`config.mk`:
```
export PLATFORM = sky130hd
export DESIGN_NAME = freeze_rom_loader_flat
export DESIGN_NICKNAME = d
export VERILOG_FILES = /design/src/rtl/freeze_pkg.sv /design/src/rtl/freeze_rom_loader_if.sv /design/src/rtl/freeze_rom_region_dec.sv /design/src/rtl/freeze_rom_loader.sv /design/src/flat_wrapper.sv
export SDC_FILE = /design/constraint.sdc
export NUM_CORES = 1
export LEC_CHECK = 0
export CORE_UTILIZATION = 53
export DETAILED_ROUTE_END_ITERATION = 12
export GPL_TIMING_DRIVEN = 1
export PLACE_DENSITY = 0.81
export SYNTH_ARGS = -nofsm -noshare
export SYNTH_HDL_FRONTEND = slang
export SYNTH_SLANG_ARGS = --single-unit
```
`constraint.sdc`:
```
create_clock -name clk_sys -period 3.5 [get_ports clk_sys]
set_clock_uncertainty 0.2 [all_clocks]
set_input_delay 1.05 -clock clk_sys [delete_from_list [all_inputs] [get_ports clk_sys]]
set_output_delay 1.05 -clock clk_sys [all_outputs]
set_load 0.03 [all_outputs]
```
`src/rtl/freeze_pkg.sv`:
```
// freeze_pkg
// Shared definitions for the Freeze ROM download front-end: region indices,
// loader FSM states, bus widths and the region base / image size calculation.
package freeze_pkg;

    localparam int NUM_REGIONS = 5;
    localparam int REG_MROM1   = 0;
    localparam int REG_MROM2   = 1;
    localparam int REG_SROM    = 2;
    localparam int REG_CHAR    = 3;
    localparam int REG_SPR     = 4;

    localparam int ADDR_W      = 27;   // ioctl byte address width
    localparam int ROM_ADDR_W  = 16;   // region-relative byte address width
    localparam int CNT_W       = 17;   // loaded byte counter width

    typedef enum logic [2:0] {
        IDLE  = 3'd0,
        LOAD  = 3'd1,
        CHECK = 3'd2,
        RUN   = 3'd3,
        ERR   = 3'd4
    } state_t;

    // Base byte address of region k = sum of the sizes of regions 0..k-1.
    // k = NUM_REGIONS yields the full image size.
    function automatic logic [ADDR_W-1:0] region_base(input int k,
                                                      input int s0, input int s1,
                                                      input int s2, input int s3,
                                                      input int s4);
        logic [ADDR_W-1:0] acc;
        acc = '0;
        if (k > 0) acc = acc + ADDR_W'(s0);
        if (k > 1) acc = acc + ADDR_W'(s1);
        if (k > 2) acc = acc + ADDR_W'(s2);
        if (k > 3) acc = acc + ADDR_W'(s3);
        if (k > 4) acc = acc + ADDR_W'(s4);
        return acc;
    endfunction

endpackage

```
`src/rtl/freeze_rom_loader_if.sv`:
```
// freeze_rom_loader_if
// Bundles the HPS ioctl download stream and the ROM write port of the loader.
//   master : HPS / test side (drives ioctl_*, observes rom_* and status)
//   slave  : loader side     (consumes ioctl_*, drives rom_* and status)
// Signals:
//   ioctl_download  download window active
//   ioctl_addr      byte address of the current 16-bit word
//   ioctl_dout      data word, [7:0] -> addr, [15:8] -> addr+1
//   ioctl_wr        single-cycle word strobe
//   ioctl_wait      stall request back to the HPS
//   rom_we          one-hot byte write enable per region
//   rom_addr        region-relative byte address
//   rom_data        byte to write
//   core_reset      active-high reset for the game logic
//   load_err        sticky download error flag
interface freeze_rom_loader_if;

    logic                                ioctl_download;
    logic [freeze_pkg::ADDR_W-1:0]       ioctl_addr;
    logic [15:0]                         ioctl_dout;
    logic                                ioctl_wr;
    logic                                ioctl_wait;
    logic [freeze_pkg::NUM_REGIONS-1:0]  rom_we;
    logic [freeze_pkg::ROM_ADDR_W-1:0]   rom_addr;
    logic [7:0]                          rom_data;
    logic                                core_reset;
    logic                                load_err;

    modport master (
        output ioctl_download, ioctl_addr, ioctl_dout, ioctl_wr,
        input  ioctl_wait, rom_we, rom_addr, rom_data, core_reset, load_err
    );

    modport slave (
        input  ioctl_download, ioctl_addr, ioctl_dout, ioctl_wr,
        output ioctl_wait, rom_we, rom_addr, rom_data, core_reset, load_err
    );

endinterface

```
`src/rtl/freeze_rom_region_dec.sv`:
```
// freeze_rom_region_dec
// Combinational decode of a flat image byte address into its ROM region.
// Ports:
//   i_addr    flat byte address within the download image
//   o_region  one-hot region select (bit k = region k)
//   o_offset  byte address relative to the region base, truncated to 16 bits
//   o_oor     address lies at or beyond the end of the image
module freeze_rom_region_dec
    import freeze_pkg::*;
#(
    parameter int MROM1_SIZE = 32768,
    parameter int MROM2_SIZE = 16384,
    parameter int SROM_SIZE  = 8192,
    parameter int CHAR_SIZE  = 16384,
    parameter int SPR_SIZE   = 16384
)
(
    input  logic [ADDR_W-1:0]      i_addr,
    output logic [NUM_REGIONS-1:0] o_region,
    output logic [ROM_ADDR_W-1:0]  o_offset,
    output logic                   o_oor
);

    logic [ADDR_W-1:0] w_base;

    always_comb begin
        o_region = '0;
        o_oor    = 1'b1;
        w_base   = '0;
        for (int k = 0; k < NUM_REGIONS; k++) begin
            if ((i_addr >= region_base(k, MROM1_SIZE, MROM2_SIZE, SROM_SIZE, CHAR_SIZE, SPR_SIZE)) &&
                (i_addr <  region_base(k + 1, MROM1_SIZE, MROM2_SIZE, SROM_SIZE, CHAR_SIZE, SPR_SIZE))) begin
                o_region[k] = 1'b1;
                o_oor       = 1'b0;
                w_base      = region_base(k, MROM1_SIZE, MROM2_SIZE, SROM_SIZE, CHAR_SIZE, SPR_SIZE);
            end
        end
        o_offset = ROM_ADDR_W'(i_addr - w_base);
    end

endmodule

```
`src/rtl/freeze_rom_loader.sv`:
```
// freeze_rom_loader
// Download front-end for the Freeze core. Splits each 16-bit ioctl word into
// two byte writes, routes each byte to one of five ROM regions, counts the
// bytes loaded and keeps the core in reset until a complete, error-free image
// of exactly the expected size has arrived.
// Ports:
//   clk_sys  system clock
//   rst_n    asynchronous active-low reset
//   bus      freeze_rom_loader_if.slave (ioctl stream in, ROM writes/status out)
module freeze_rom_loader
    import freeze_pkg::*;
#(
    parameter int MROM1_SIZE = 32768,
    parameter int MROM2_SIZE = 16384,
    parameter int SROM_SIZE  = 8192,
    parameter int CHAR_SIZE  = 16384,
    parameter int SPR_SIZE   = 16384
)
(
    input  logic               clk_sys,
    input  logic               rst_n,
    freeze_rom_loader_if.slave bus
);

    localparam logic [ADDR_W-1:0] TOTAL =
        region_base(NUM_REGIONS, MROM1_SIZE, MROM2_SIZE, SROM_SIZE, CHAR_SIZE, SPR_SIZE);
    localparam logic [CNT_W-1:0]  TOTAL_CNT = CNT_W'(TOTAL);

    function automatic logic [CNT_W-1:0] sat_inc(input logic [CNT_W-1:0] v);
        return (v == {CNT_W{1'b1}}) ? v : v + 1'b1;
    endfunction

    state_t                  r_state;
    state_t                  w_state_nxt;
    logic                    r_dl_q;

    logic                    r_buf_vld_p0;
    logic                    r_buf_hi_p0;     // buffered word has only its HI byte left
    logic [ADDR_W-2:0]       r_buf_addr_p0;   // word address, byte-select bit dropped
    logic [15:0]             r_buf_data_p0;

    logic [NUM_REGIONS-1:0]  r_rom_we_p1;
    logic [ROM_ADDR_W-1:0]   r_rom_addr_p1;
    logic [7:0]              r_rom_data_p1;

    logic [CNT_W-1:0]        r_byte_cnt;
    logic                    r_load_err;

    logic                    w_dl_rise;
    logic                    w_strobe;
    logic                    w_accept;
    logic                    w_drop;
    logic                    w_emit;
    logic [ADDR_W-1:0]       w_emit_addr;
    logic [7:0]              w_emit_data;
    logic [NUM_REGIONS-1:0]  w_region;
    logic [ROM_ADDR_W-1:0]   w_offset;
    logic                    w_oor;
    logic                    w_wr_ok;
    logic                    w_enter_load;
    logic                    w_check_fail;
    logic [CNT_W-1:0]        w_cnt_nxt;
    logic                    w_err_nxt;

    // Odd addresses are treated as even, so the LSB is deliberately ignored.
    logic                    w_unused_addr_lsb;
    assign w_unused_addr_lsb = bus.ioctl_addr[0];

    assign w_dl_rise = bus.ioctl_download & ~r_dl_q;
    assign w_strobe  = bus.ioctl_wr & bus.ioctl_download;
    // The buffer can take a new word when empty or when its HI byte leaves now.
    assign w_accept  = w_strobe & (~r_buf_vld_p0 | r_buf_hi_p0);
    assign w_drop    = w_strobe & ~w_accept;

    // A buffered word always has priority; otherwise an incoming word's LO
    // byte goes straight out so a lone word costs no extra cycle.
    assign w_emit      = r_buf_vld_p0 | w_accept;
    assign w_emit_addr = r_buf_vld_p0 ? {r_buf_addr_p0, r_buf_hi_p0}
                                      : {bus.ioctl_addr[ADDR_W-1:1], 1'b0};
    assign w_emit_data = r_buf_vld_p0 ? (r_buf_hi_p0 ? r_buf_data_p0[15:8] : r_buf_data_p0[7:0])
                                      : bus.ioctl_dout[7:0];
    assign w_wr_ok     = w_emit & ~w_oor;

    freeze_rom_region_dec #(
        .MROM1_SIZE (MROM1_SIZE),
        .MROM2_SIZE (MROM2_SIZE),
        .SROM_SIZE  (SROM_SIZE),
        .CHAR_SIZE  (CHAR_SIZE),
        .SPR_SIZE   (SPR_SIZE)
    ) u_dec (
        .i_addr   (w_emit_addr),
        .o_region (w_region),
        .o_offset (w_offset),
        .o_oor    (w_oor)
    );

    always_comb begin
        w_state_nxt  = r_state;
        w_enter_load = 1'b0;
        w_check_fail = 1'b0;
        case (r_state)
            IDLE, RUN, ERR: begin
                if (w_dl_rise) begin
                    w_state_nxt  = LOAD;
                    w_enter_load = 1'b1;
                end
            end
            LOAD: begin
                if (w_dl_rise) begin
                    w_enter_load = 1'b1;
                end else if (!r_dl_q && !r_buf_vld_p0) begin
                    w_state_nxt = CHECK;
                end
            end
            CHECK: begin
                if ((r_byte_cnt == TOTAL_CNT) && !r_load_err) begin
                    w_state_nxt = RUN;
                end else begin
                    w_state_nxt  = ERR;
                    w_check_fail = 1'b1;
                end
            end
            default: w_state_nxt = IDLE;
        endcase
    end

    // A new download clears the count and error in the same cycle that its
    // first byte may already be counted.
    always_comb begin
        w_cnt_nxt = w_enter_load ? '0 : r_byte_cnt;
        if (w_wr_ok) w_cnt_nxt = sat_inc(w_cnt_nxt);
        w_err_nxt = (w_enter_load ? 1'b0 : r_load_err) | (w_emit & w_oor) | w_drop | w_check_fail;
    end

    always_ff @(posedge clk_sys or negedge rst_n) begin
        if (!rst_n) begin
            r_state       <= IDLE;
            r_dl_q        <= 1'b0;
            r_buf_vld_p0  <= 1'b0;
            r_buf_hi_p0   <= 1'b0;
            r_buf_addr_p0 <= '0;
            r_buf_data_p0 <= '0;
            r_rom_we_p1   <= '0;
            r_rom_addr_p1 <= '0;
            r_rom_data_p1 <= '0;
            r_byte_cnt    <= '0;
            r_load_err    <= 1'b0;
        end else begin
            r_state    <= w_state_nxt;
            r_dl_q     <= bus.ioctl_download;
            r_byte_cnt <= w_cnt_nxt;
            r_load_err <= w_err_nxt;

            // ---- stage p0: skid buffer ----
            if (r_buf_vld_p0 && !r_buf_hi_p0) begin
                r_buf_hi_p0 <= 1'b1;
            end else if (w_accept) begin
                r_buf_vld_p0  <= 1'b1;
                r_buf_hi_p0   <= ~r_buf_vld_p0;
                r_buf_addr_p0 <= bus.ioctl_addr[ADDR_W-1:1];
                r_buf_data_p0 <= bus.ioctl_dout;
            end else if (r_buf_vld_p0) begin
                r_buf_vld_p0 <= 1'b0;
            end

            // ---- stage p1: registered byte write ----
            r_rom_we_p1 <= w_wr_ok ? w_region : '0;
            if (w_wr_ok) begin
                r_rom_addr_p1 <= w_offset;
                r_rom_data_p1 <= w_emit_data;
            end
        end
    end

    assign bus.ioctl_wait = r_buf_vld_p0 & ~r_buf_hi_p0;
    assign bus.rom_we     = r_rom_we_p1;
    assign bus.rom_addr   = r_rom_addr_p1;
    assign bus.rom_data   = r_rom_data_p1;
    assign bus.core_reset = (r_state != RUN);
    assign bus.load_err   = r_load_err;

endmodule
```
`src/flat_wrapper.sv`:
```
// flat-port wrapper written by rule: the top's interface ports become plain ports
module freeze_rom_loader_flat import freeze_pkg::*;
#(
    parameter int MROM1_SIZE = 32768,
    parameter int MROM2_SIZE = 16384,
    parameter int SROM_SIZE  = 8192,
    parameter int CHAR_SIZE  = 16384,
    parameter int SPR_SIZE   = 16384
)
  (clk_sys, rst_n, bus_ioctl_download, bus_ioctl_addr, bus_ioctl_dout, bus_ioctl_wr, bus_ioctl_wait, bus_rom_we, bus_rom_addr, bus_rom_data, bus_core_reset, bus_load_err);
  freeze_rom_loader_if bus_i ();
  input  logic clk_sys;
  input  logic rst_n;
  input wire logic [$bits(bus_i.ioctl_download)-1:0] bus_ioctl_download;
  input wire logic [$bits(bus_i.ioctl_addr)-1:0] bus_ioctl_addr;
  input wire logic [$bits(bus_i.ioctl_dout)-1:0] bus_ioctl_dout;
  input wire logic [$bits(bus_i.ioctl_wr)-1:0] bus_ioctl_wr;
  output wire logic [$bits(bus_i.ioctl_wait)-1:0] bus_ioctl_wait;
  output wire logic [$bits(bus_i.rom_we)-1:0] bus_rom_we;
  output wire logic [$bits(bus_i.rom_addr)-1:0] bus_rom_addr;
  output wire logic [$bits(bus_i.rom_data)-1:0] bus_rom_data;
  output wire logic [$bits(bus_i.core_reset)-1:0] bus_core_reset;
  output wire logic [$bits(bus_i.load_err)-1:0] bus_load_err;
  assign bus_i.ioctl_download = bus_ioctl_download;
  assign bus_i.ioctl_addr = bus_ioctl_addr;
  assign bus_i.ioctl_dout = bus_ioctl_dout;
  assign bus_i.ioctl_wr = bus_ioctl_wr;
  assign bus_ioctl_wait = bus_i.ioctl_wait;
  assign bus_rom_we = bus_i.rom_we;
  assign bus_rom_addr = bus_i.rom_addr;
  assign bus_rom_data = bus_i.rom_data;
  assign bus_core_reset = bus_i.core_reset;
  assign bus_load_err = bus_i.load_err;
  freeze_rom_loader #(.MROM1_SIZE(MROM1_SIZE), .MROM2_SIZE(MROM2_SIZE), .SROM_SIZE(SROM_SIZE), .CHAR_SIZE(CHAR_SIZE), .SPR_SIZE(SPR_SIZE)) u_core (.clk_sys(clk_sys), .rst_n(rst_n), .bus(bus_i));
endmodule
```
# After elaboration in Yosys (flattened, before gate mapping)

Index checks and enable logic that the tools add are counted.

Memories: 0
RAM bits: 0
Latch bits: 0
Bits in registers: 95
ROM bits: 0
Bits of input ports: 47

Magnitude comparators: 10
Reduce and logical (&&, ||, !) cells: 18
$mul: 0
Bitwise logic cells: 18
Shift operators: 0
Div/mod/pow operators: 0
Multiplexer cells: 40
Equal/unequal tests: 10
Add/sub/neg operators: 8

Operators by type and width:

| kind                                                                            | count |
|---|---|
| 16-bit two-way mux                                                              | 10 |
| 27-bit by 16-bit >= comparator with 1-bit output (second input constant)        | 3 |
| 27-bit by 16-bit less-than comparator with 1-bit output (second input constant) | 3 |
| 16-bit by 15-bit adder with 16-bit output (second input constant)               | 4 |
| 27-bit by 17-bit less-than comparator with 1-bit output (second input constant) | 2 |
| 17-bit two-way mux                                                              | 3 |
| 17-bit == test (second input constant)                                          | 2 |
| 16-bit by 14-bit adder with 16-bit output (second input constant)               | 2 |
| 27-bit by 1-bit >= comparator with 1-bit output (second input constant)         | 1 |
| 27-bit by 17-bit >= comparator with 1-bit output (second input constant)        | 1 |
| 27-bit two-way mux                                                              | 1 |
| 1-bit two-way mux                                                               | 18 |
| 17-bit by 1-bit adder with 17-bit output (second input constant)                | 1 |
| 8-bit two-way mux                                                               | 2 |
| 16-bit subtractor                                                               | 1 |
| 3-bit two-way mux                                                               | 4 |
| 3-bit case mux with 3 select lines                                              | 1 |
| 1-bit logical AND                                                               | 8 |
| 1-bit AND                                                                       | 7 |
| 3-bit by 2-bit == test with 1-bit output (second input constant)                | 2 |
| 1-bit NOT                                                                       | 6 |
| 5-bit two-way mux                                                               | 1 |
| 1-bit OR                                                                        | 5 |
| 1-bit logical NOT                                                               | 4 |
| 11 further kinds                                                                | 12 |

# Logic depth before layout (Yosys ltp)

Gate-level depths: netlist of the first run.

Word-level depth: 12
Gate-level depth with buffers: 11
Mapped depth without buffers: 9

# By module

A second synthesis of the first run with hierarchy kept.

Cell total of the unflattened synthesis: 439
Area, all modules: 4,718.3 sq um

Modules (own cells, without submodules):

| module                | cells an instance | instances | area an instance (sq um) |
|---|---|---|---|
| freeze_rom_loader     | 390               | 1         | 4,350.4 |
| freeze_rom_region_dec | 49                | 1         | 367.9 |

# Least setup slack after synthesis of the first run

Ideal clock, no wire load.

Kind: input port to flip-flop
Start: in bus_ioctl_download
End: reg u_core.r_byte_cnt[1]
Setup slack: 0.052 ns
Cell stages on the path: 9
Setup time: 0.127 ns
Arrival: 3.121 ns
Path buffers: 0
Required time: 3.173 ns
Cells stage by stage: nand2b_1 > a211o_1 > and2_1 > ha_1 > nand3_1 > or3_1 > or3_1 > nand2_1 > mux2_1

Word-level cells in the longest chain between the ends: 7
Elaborated cells between the ends (all ways): 12

Ends and longest elaborated chain:

| item                                                                              | RTL line                                           | source |
|---|---|---|
| start: declaration                                                                | flat_wrapper.sv:14                                 | `input wire logic [$bits(bus_i.ioctl_download)-1:0] bus_ioctl_download;` |
| 1-bit AND                                                                         | freeze_rom_loader.sv:69                            | `assign w_dl_rise = bus.ioctl_download & ~r_dl_q;` |
| 1-bit two-way mux                                                                 | freeze_rom_loader.sv:103, freeze_rom_loader.sv:109 |  |
| 1-bit two-way mux                                                                 | -                                                  |  |
| 17-bit two-way mux                                                                | freeze_rom_loader.sv:130                           | `w_cnt_nxt = w_enter_load ? '0 : r_byte_cnt;` |
| 17-bit by 1-bit adder with 17-bit output / 17-bit == test (equally long branches) | freeze_rom_loader.sv:30                            | `return (v == {CNT_W{1'b1}}) ? v : v + 1'b1;` |
| 17-bit two-way mux                                                                | freeze_rom_loader.sv:30                            |  |
| 17-bit two-way mux (*)                                                            | freeze_rom_loader.sv:131                           | `if (w_wr_ok) w_cnt_nxt = sat_inc(w_cnt_nxt);` |
| net u_core.w_cnt_nxt[1]                                                           | freeze_rom_loader.sv:62                            | `logic [CNT_W-1:0] w_cnt_nxt;` |
| end signal: assignment                                                            | freeze_rom_loader.sv:151                           | `r_byte_cnt <= w_cnt_nxt;` |
| end: declaration                                                                  | freeze_rom_loader.sv:46                            | `logic [CNT_W-1:0] r_byte_cnt;` |

The timed path passes the listed nets; every way through them passes the cells marked *.
A chain may end at the register's enable or synchronous reset.

# Final worst setup path of the first run

Same ends and word-level chain as after synthesis.

==> out/qor.csv, run 1 <==
metric;value;unit
outcome;finished clean;
total grt overflow;0;
initial DRC count;217;
setup ws final;70.5;ps
Hold Violations, Final;0;
number of clock sinks;95;
Worst Path Arrival;3480;ps
CORE AREA;8260;sq um
Max Used Layer;met4;
vias in the first global route;3621;
GPL Wtd Cong;0.854;
non-filler instance count after layout;618;
syn avg cell area;11.0;sq um
antenna-violating nets left;0;
Slew HR;61.8;%
Final Cycle Share;98.0;%
Worst Path Required;3550;ps
Die Area;8920;sq um
fmax;292;MHz
Power Density;431;nW/um^2
pre-CTS setup slack;-307;ps
Setup Total Neg Slack;0;ps
Synth warnings;0;
Post-Synthesis Cells;413;
Tot Pwr;2.48;mW
clock buffer depth;2;
area grow syn2layout;27.3;%
Synth area leader;dfrtp_1;
Nets;558;
Rows;33;
Core Util, Final;69.8;%
crit end category;flop;
Yosys cell types;52;
Area contributors post-synth;dfrtp_1 53%, mux2_2 11%, mux2i_1 5.1%, nand2_1 4.3%, a21oi_1 2.2%;
Max FO, Critical Path;4;
Post-Synthesis Cell Area;4530;sq um
Worst-path clk slew;90;ps
Post-synth EDFFs;0;
antenna violations before repair;0;
DRC;0;
Synth Net Count;463;
met3 wire length;564;microns
Hold WC Path Type;flop to flop;
DIE HEIGHT;94.4;microns
Critical Path, Cell by Cell;clkdlybuf4s50_1 > nand2b_1 > a211o_1 > and2_1 > ha_1 > nand3_1 > or3_4 > or3_1 > nand2_1 > mux2_1;
Slew @ Worst Pin;573;ps
slowest CP cell;clkdlybuf4s50_1;
DP HPWL;7.27;mm
asr flop ratio synth;100;%
Met1 Wirelength;4.50;mm
number of max-cap violations;0;
port bufs;77;
Crit Path Class;input pin to flop;
WL/cell;16.6;microns
post-synthesis sequential area ratio;52.5;%
predominant post-synthesis flop cell;dfrtp_1;
cts bufs inserted;9;
share of the synthesized area in the top cell type;52.5;%
vias per inst;5.90;
Static Leakage;2.40;nW
total wire length;10.3;mm
TritonCTS clock tree;done;
largest net degree at the start of global routing;53;
Die Width;94.4;microns
Initial Util;54.8;%
crit path launch type;input pin;
CTS Hold Bufs;0;
I/O Pins;79;
1st-pass router iterations;5;
later-pin clock latency in the skew report;360;ps
DP Cell Count;601;
Slew Viols, Final;0;
peak supply drop;0.000247;V
Diodes inserted;0;
Met2 Routed Length;5.05;mm
post-synthesis sequential element count;95;
first-pass GRT wire length;16.8;mm
Period minus WS final;3430;ps
share of cells above drive strength 1;19.7;%
vias post-DR;3647;
root buf cell;clkbuf_8;
final setup vio count;0;
RSZ-0062 raised after global routing;no;
H-Tree Depth;3;
GR Util All Layers;24.4;%
slowest stage delay, CP;420;ps
final timing paths:
kind,depth (start not counted),from,slack [ps],endpoint
setup / recovery,10,bus_ioctl_download,70,u_core.r_byte_cnt[1]
hold / removal,2,u_core.bus.rom_addr[2],290,u_core.bus.rom_addr[2]
setup reg to reg,9,u_core.r_state[0],450,u_core.r_byte_cnt[1]
hold reg to reg,2,u_core.bus.rom_addr[2],290,u_core.bus.rom_addr[2]
max in group asynchronous,2,rst_n,1940,u_core.bus.rom_addr[14]
min in group asynchronous,1,rst_n,480,u_core.bus.rom_addr[6]
flip-flops by register name (all words and copies together), names as in the netlist:
| signal | flops |
|---|---|
| u_core.bus.load_err | 1 |
| u_core.bus.rom_addr | 16 |
| u_core.r_byte_cnt | 17 |
| u_core.r_state | 3 |
| u_core.bus.rom_we | 5 |
| u_core.r_dl_q | 1 |
| u_core.r_buf_data_p0 | 16 |
| u_core.bus.rom_data | 8 |
| u_core.r_buf_addr_p0 | 26 |
| u_core.r_buf_hi_p0 | 1 |
| u_core.r_buf_vld_p0 | 1 |
cell type report:
cell class                      count  area (sq um)
Timing Repair Buffer              105          1000
Tap cell                          105           131
Multi-Input combinational cell    293          2060
Inverter                            4          15.0
Clock buffer                        9           124
Clock inverter                      7          55.1
Fill cell                         626          2490
Sequential cell                    95          2380
cell usage after synthesis, types with 5 or more instances:
cell type / instances
nand2_1: 52
dfrtp_1: 95
nand3_1: 6
or4_1: 5
nor3_1: 5
o21ai_1: 17
nor4_1: 13
clkbuf_1: 14
nor2_1: 15
mux2i_1: 23
o31ai_1: 7
nand4_1: 10
o21ai_0: 18
a21oi_1: 20
mux2_2: 45
nand2b_1: 8
stage by stage:
stage,instance area [sq um],hold WS (ps)
6_report,5760,285
5_1_grt,5760,328
4_1_cts,5740,290
3_5_place_dp,5570,270
3_3_place_gp,5570,264
2_1_floorplan,4530,280
kinds of logic after synthesis:
logic type                 synth area share, %
and+or+nand+nor                           15.6
buffers and inverters                     2.51
xor gates and xnor gates                 0.581
DFF                                       52.5
muxes                                     16.5
adders and majority gates                0.995
AOI/OAI and AO/OA                         11.3
routing by layer:
layer  GRT usage, %  vias to the layer above
li1               -                     1702
met1           31.8                     1820
met2           39.4                      109
met3           6.36                       16
met4           8.85                        0
met5              0                        -
power breakdown:
group	internal, mW	switching, mW	leakage, nW
Clock	0.267	0.405	0.0919
Combinational	0.252	0.252	1.09
Sequential	1.21	0.0923	1.21
layout by cell type (no fill, tap or decap), types with 2 or more instances in the layout:
master	instances
mux2_2	45
nand3_1	6
o21ai_1	17
o21ai_0	18
a211oi_1	2
buf_4	27
o31ai_1	7
nor3_1	5
clkinv_2	2
dfrtp_1	94
a21oi_1	20
and2_1	3
o221ai_1	2
mux2i_1	23
and3_1	2
and4_1	3
ha_1	2
buf_12	2
a211oi_2	2
nand2_1	52
nor2_1	14
or3_1	3
nor2b_1	4
xor2_1	2
inv_6	2
nand2b_1	8
inv_1	4
clkbuf_8	9
nand4_1	10
nor4_1	13
or4_1	5
clkdlybuf4s50_1	76
worst max-delay path: cells and delay by family:
kind	cells	cell delay, ps
muxes	1	320
AOI/OAI and AO/OA	1	170
buffers and inverters	1	420
and+or+nand+nor	6	1330
adders and majority gates	1	190
repair_timing:
item,CTS,global route
gates resized for setup,0,3
endpoints found under the setup margin,0,8
setup buffers,0,1
(Power assumes the default switching activity.)
==> inputs of run 2 (changes only) <==
- SYNTH_HIERARCHICAL: default -> 1
==> run 2 against run 1 <==
  * Worst setup slack gained 18 ps
  * Register-to-register slack better by 30 ps
  * Sequential cell count unchanged
  * Via count down 4.3%
  * Hold slack lost 2.7 ps
==> out/qor.csv, run 2 <==
metric;value;unit;change
Yosys cell types;54;;was 52
simple-gate area share of the yosys netlist;17.3;%;was 15.6%
CTS Hold Bufs;0;;unchanged
Synth Area in Adders;0.689;%;was 0.995%
total wire length;9.88;mm;was 10.3 mm
H-Tree Depth;3;;unchanged
Area contributors post-synth;dfrtp_1 50%, mux2_2 16%, nand2_1 6.2%, o21ai_0 2.4%, buf_4 2.2%;;was dfrtp_1 53%, mux2_2 11%, mux2i_1 5.1%, nand2_1 4.3%, a21oi_1 2.2%
pre-CTS setup slack;-460;ps;was -307 ps
Diodes inserted;0;;unchanged
Synth Net Count;488;;was 463
Period minus WS final;3410;ps;was 3430 ps
Max FO, Critical Path;7;;was 4
DRC;0;;unchanged
root buf cell;clkbuf_8;;unchanged
Filler Cell Count;670;;was 626
vias post-DR;3491;;was 3,647
synth cell count leaders;95 x dfrtp_1, 78 x nand2_1, 68 x mux2_2, 23 x o21ai_0, 22 x nor2_1;;was 95 x dfrtp_1, 52 x nand2_1, 45 x mux2_2, 23 x mux2i_1, 20 x a21oi_1
fmax;293;MHz;was 292 MHz
met1 usage;29.3;%;was 31.8%
Largest Register;u_core/r_buf_addr_p0;;was u_core.r_buf_addr_p0
Slew Viols, Final;0;;unchanged
Multi-input gate area;2170;sq um;was 2060 sq um
mux cell area share after synthesis;18.1;%;was 16.5%
Synth area leader;dfrtp_1;;unchanged
GR Util All Layers;23.5;%;was 24.4%
Logic pwr share;18.8;%;was 20.3%
Global Route met3 Usage;5.13;%;was 6.36%
Hold WC Path Type;flop to flop;;unchanged
Worst Path Required;3600;ps;was 3550 ps
first-pass GRT wire length;16.5;mm;was 16.8 mm
vias in the first global route;3506;;was 3,621
crit end category;flop;;unchanged
Worst Path Arrival;3510;ps;was 3480 ps
Hold Path Stages;2;;unchanged
cts bufs inserted;9;;unchanged
GPL Wtd Cong;0.835;;was 0.854
Worst-path clk slew;100;ps;was 90 ps
CORE AREA;8680;sq um;was 8260 sq um
port bufs;77;;unchanged
Setup Total Neg Slack;0;ps;unchanged
peak supply drop;0.000261;V;was 0.000247 V
syn avg cell area;10.7;sq um;was 11.0 sq um
area grow syn2layout;26.1;%;was 27.3%
DP HPWL;6.71;mm;was 7.27 mm
clock buffer depth;2;;unchanged
clock network power share;30.5;%;was 27.1%
crit path launch type;input pin;;unchanged
share of the synthesized area in the top cell type;50.4;%;was 52.5%
RSZ-0062 raised after global routing;yes;;was no
setup ws final;88.6;ps;was 70.5 ps
largest net degree at the start of global routing;50;;was 53
Final Cycle Share;97.5;%;was 98.0%
DP Area;5670;sq um;was 5570 sq um
Slew @ Worst Pin;611;ps;was 573 ps
Die Width;96.4;microns;was 94.4 microns
Hold Violations, Final;0;;unchanged
number of clock sinks;95;;unchanged
predominant post-synthesis flop cell;dfrtp_1;;unchanged
Power Density;424;nW/um^2;was 431 nW/um^2
Static Leakage;2.63;nW;was 2.40 nW
DIE HEIGHT;96.4;microns;was 94.4 microns
Post-synth EDFFs;0;;unchanged
WL/cell;15.7;microns;was 16.6 microns
initial DRC count;155;;was 217
most common cell after layout, fill and taps aside;dfrtp_1;;unchanged
share of cells above drive strength 1;25.2;%;was 19.7%
Psw;0.709;mW;was 0.750 mW
busiest grt layer;met2;;unchanged
TritonCTS clock tree;done;;unchanged
post-synthesis sequential area ratio;50.4;%;was 52.5%
Reg area;2380;sq um;about the same
count leader, synth;dfrtp_1;;unchanged
Largest regs;u_core/r_buf_addr_p0 x26, u_core/r_byte_cnt x17;;was u_core.r_buf_addr_p0 x26, u_core.r_byte_cnt x17
1st-pass router iterations;5;;unchanged
Reg2Reg Depth;9;;unchanged
Crit Path Class;input pin to flop;;unchanged
GR Util met2;40.0;%;was 39.4%
I/O Pins;79;;unchanged
Nets;567;;was 558
Post-Synthesis Cells;439;;was 413
Synth Area in Compound Gates;7.05;%;was 11.3%
main combinational cell family by area after synthesis;multiplexers;;unchanged
number of max-cap violations;0;;unchanged
post-synthesis xor/xnor area fraction;1.86;%;was 0.580%
asr flop ratio synth;100;%;unchanged
vias per inst;5.53;;was 5.90
Slew HR;59.3;%;was 61.8%
final setup vio count;0;;unchanged
Die Area;9280;sq um;was 8920 sq um
post-route cell area;5950;sq um;was 5760 sq um
post-synthesis sequential element count;95;;unchanged
Initial Util;54.4;%;was 54.8%
antenna violations before repair;0;;unchanged
Seq pwr share;50.7;%;was 52.6%
antenna-violating nets left;0;;unchanged
internal power;1.82;mW;was 1.73 mW
Synth warnings;6;;was 0
commonest cells after routing, fill and taps aside;94 x dfrtp_1, 78 x nand2_1, 74 x clkdlybuf4s50_1;;was 94 x dfrtp_1, 76 x clkdlybuf4s50_1, 52 x nand2_1
Rows;34;;was 33
sw frac;28.1;%;was 30.2%
outcome;finished clean;;unchanged
Largest register FFs;26;;unchanged
total grt overflow;0;;unchanged
later-pin clock latency in the skew report;370;ps;was 360 ps
Post-Synthesis Cell Area;4720;sq um;was 4530 sq um
[run 2: cell count changes in the layout (fill, tap and decap cells not counted), moves of 4 or more]
cell	before	now
nor4_1	13	3
mux2_2	45	67
and2_1	3	8
o21ai_0	18	22
nor2_1	14	20
nand2b_1	8	3
nand3_1	6	10
nand2_1	52	78
xor2_1	2	6
a21oi_1	20	12
mux2i_1	23	9
o31ai_1	7	1
o21ai_1	17	1
nand4_1	10	4
[run 2: stage by stage]
| step | util, % | cells | hold slack, ps | total power, mW |
|---|---|---|---|---|
| global route | 68.6 | 631 | 327 | 2.64 |
| finish | 68.6 | 631 | 283 | 2.52 |
| global placement | 65.4 | 612 | 260 | 1.74 |
| floorplan | - | 439 | 260 | 1.61 |
| detailed placement | 65.4 | 612 | 262 | 1.77 |
| CTS | 68.2 | 630 | 287 | 2.54 |
[run 2: path summary, 6_finish.rpt]
check                                  startpoint                      end  slack [ps]
setup reg to reg              u_core/r_buf_vld_p0    u_core/r_byte_cnt[14]         480
setup / recovery               bus_ioctl_addr[23]    u_core/r_byte_cnt[14]          90
hold / removal             u_core/bus.rom_addr[5]   u_core/bus.rom_addr[5]         280
hold reg to reg            u_core/bus.rom_addr[5]   u_core/bus.rom_addr[5]         280
min in group asynchronous                   rst_n  u_core/r_buf_data_p0[2]         470
max in group asynchronous                   rst_n     u_core/r_byte_cnt[2]        1950
[run 2: cells by family after synthesis]
family | count (synthesis)
AND/OR/NAND/NOR | 159
flip-flops | 95
multiplexers | 77
AO/OA/AOI/OAI | 54
buffers and inverters | 42
XOR/XNOR | 10
adder cells (fa/ha/maj) | 2
[run 2: area by class of cell]
type	instances	share of cell area, %
Sequential cell	95	40.0
Multi-Input combinational cell	302	36.4
Timing Repair Buffer	105	17.4
Clock buffer	10	2.31
Tap cell	108	2.27
Clock inverter	6	1.26
Inverter	5	0.315
[run 2: metal layers]
metal / wire (microns) / vias to the layer above
li1: - / 1678
met1: 4270 / 1713
met2: 4940 / 87
met3: 525 / 13
met4: 143 / 0
met5: 0 / -
[run 2: worst max-delay path: stages]
cell and delay, ps:
clkdlybuf4s50_1 410, mux2_2 290, nor4_4 350, nand3_4 110, o21bai_4 190, nand2b_4 160, nor3_4 250, nand2_2 90
or4_1 460, a21oi_1 150
[run 2: power by group through the flow]
stage          registers [mW]  clock network (mW)  logic [mW]
2_1_floorplan            1.29                   0       0.322
3_3_place_gp             1.29                   0       0.454
3_5_place_dp             1.30                   0       0.470
4_1_cts                  1.28               0.786       0.472
5_1_grt                  1.30               0.832       0.516
6_report                 1.28               0.770       0.475
[run 2: what timing repair did]
action	4_1_cts	5_1_grt
pin swaps	2	4
buffers inserted	2	1
setup endpoints to repair	3	11
endpoints found under the hold margin	0	0
gates resized for setup	3	8
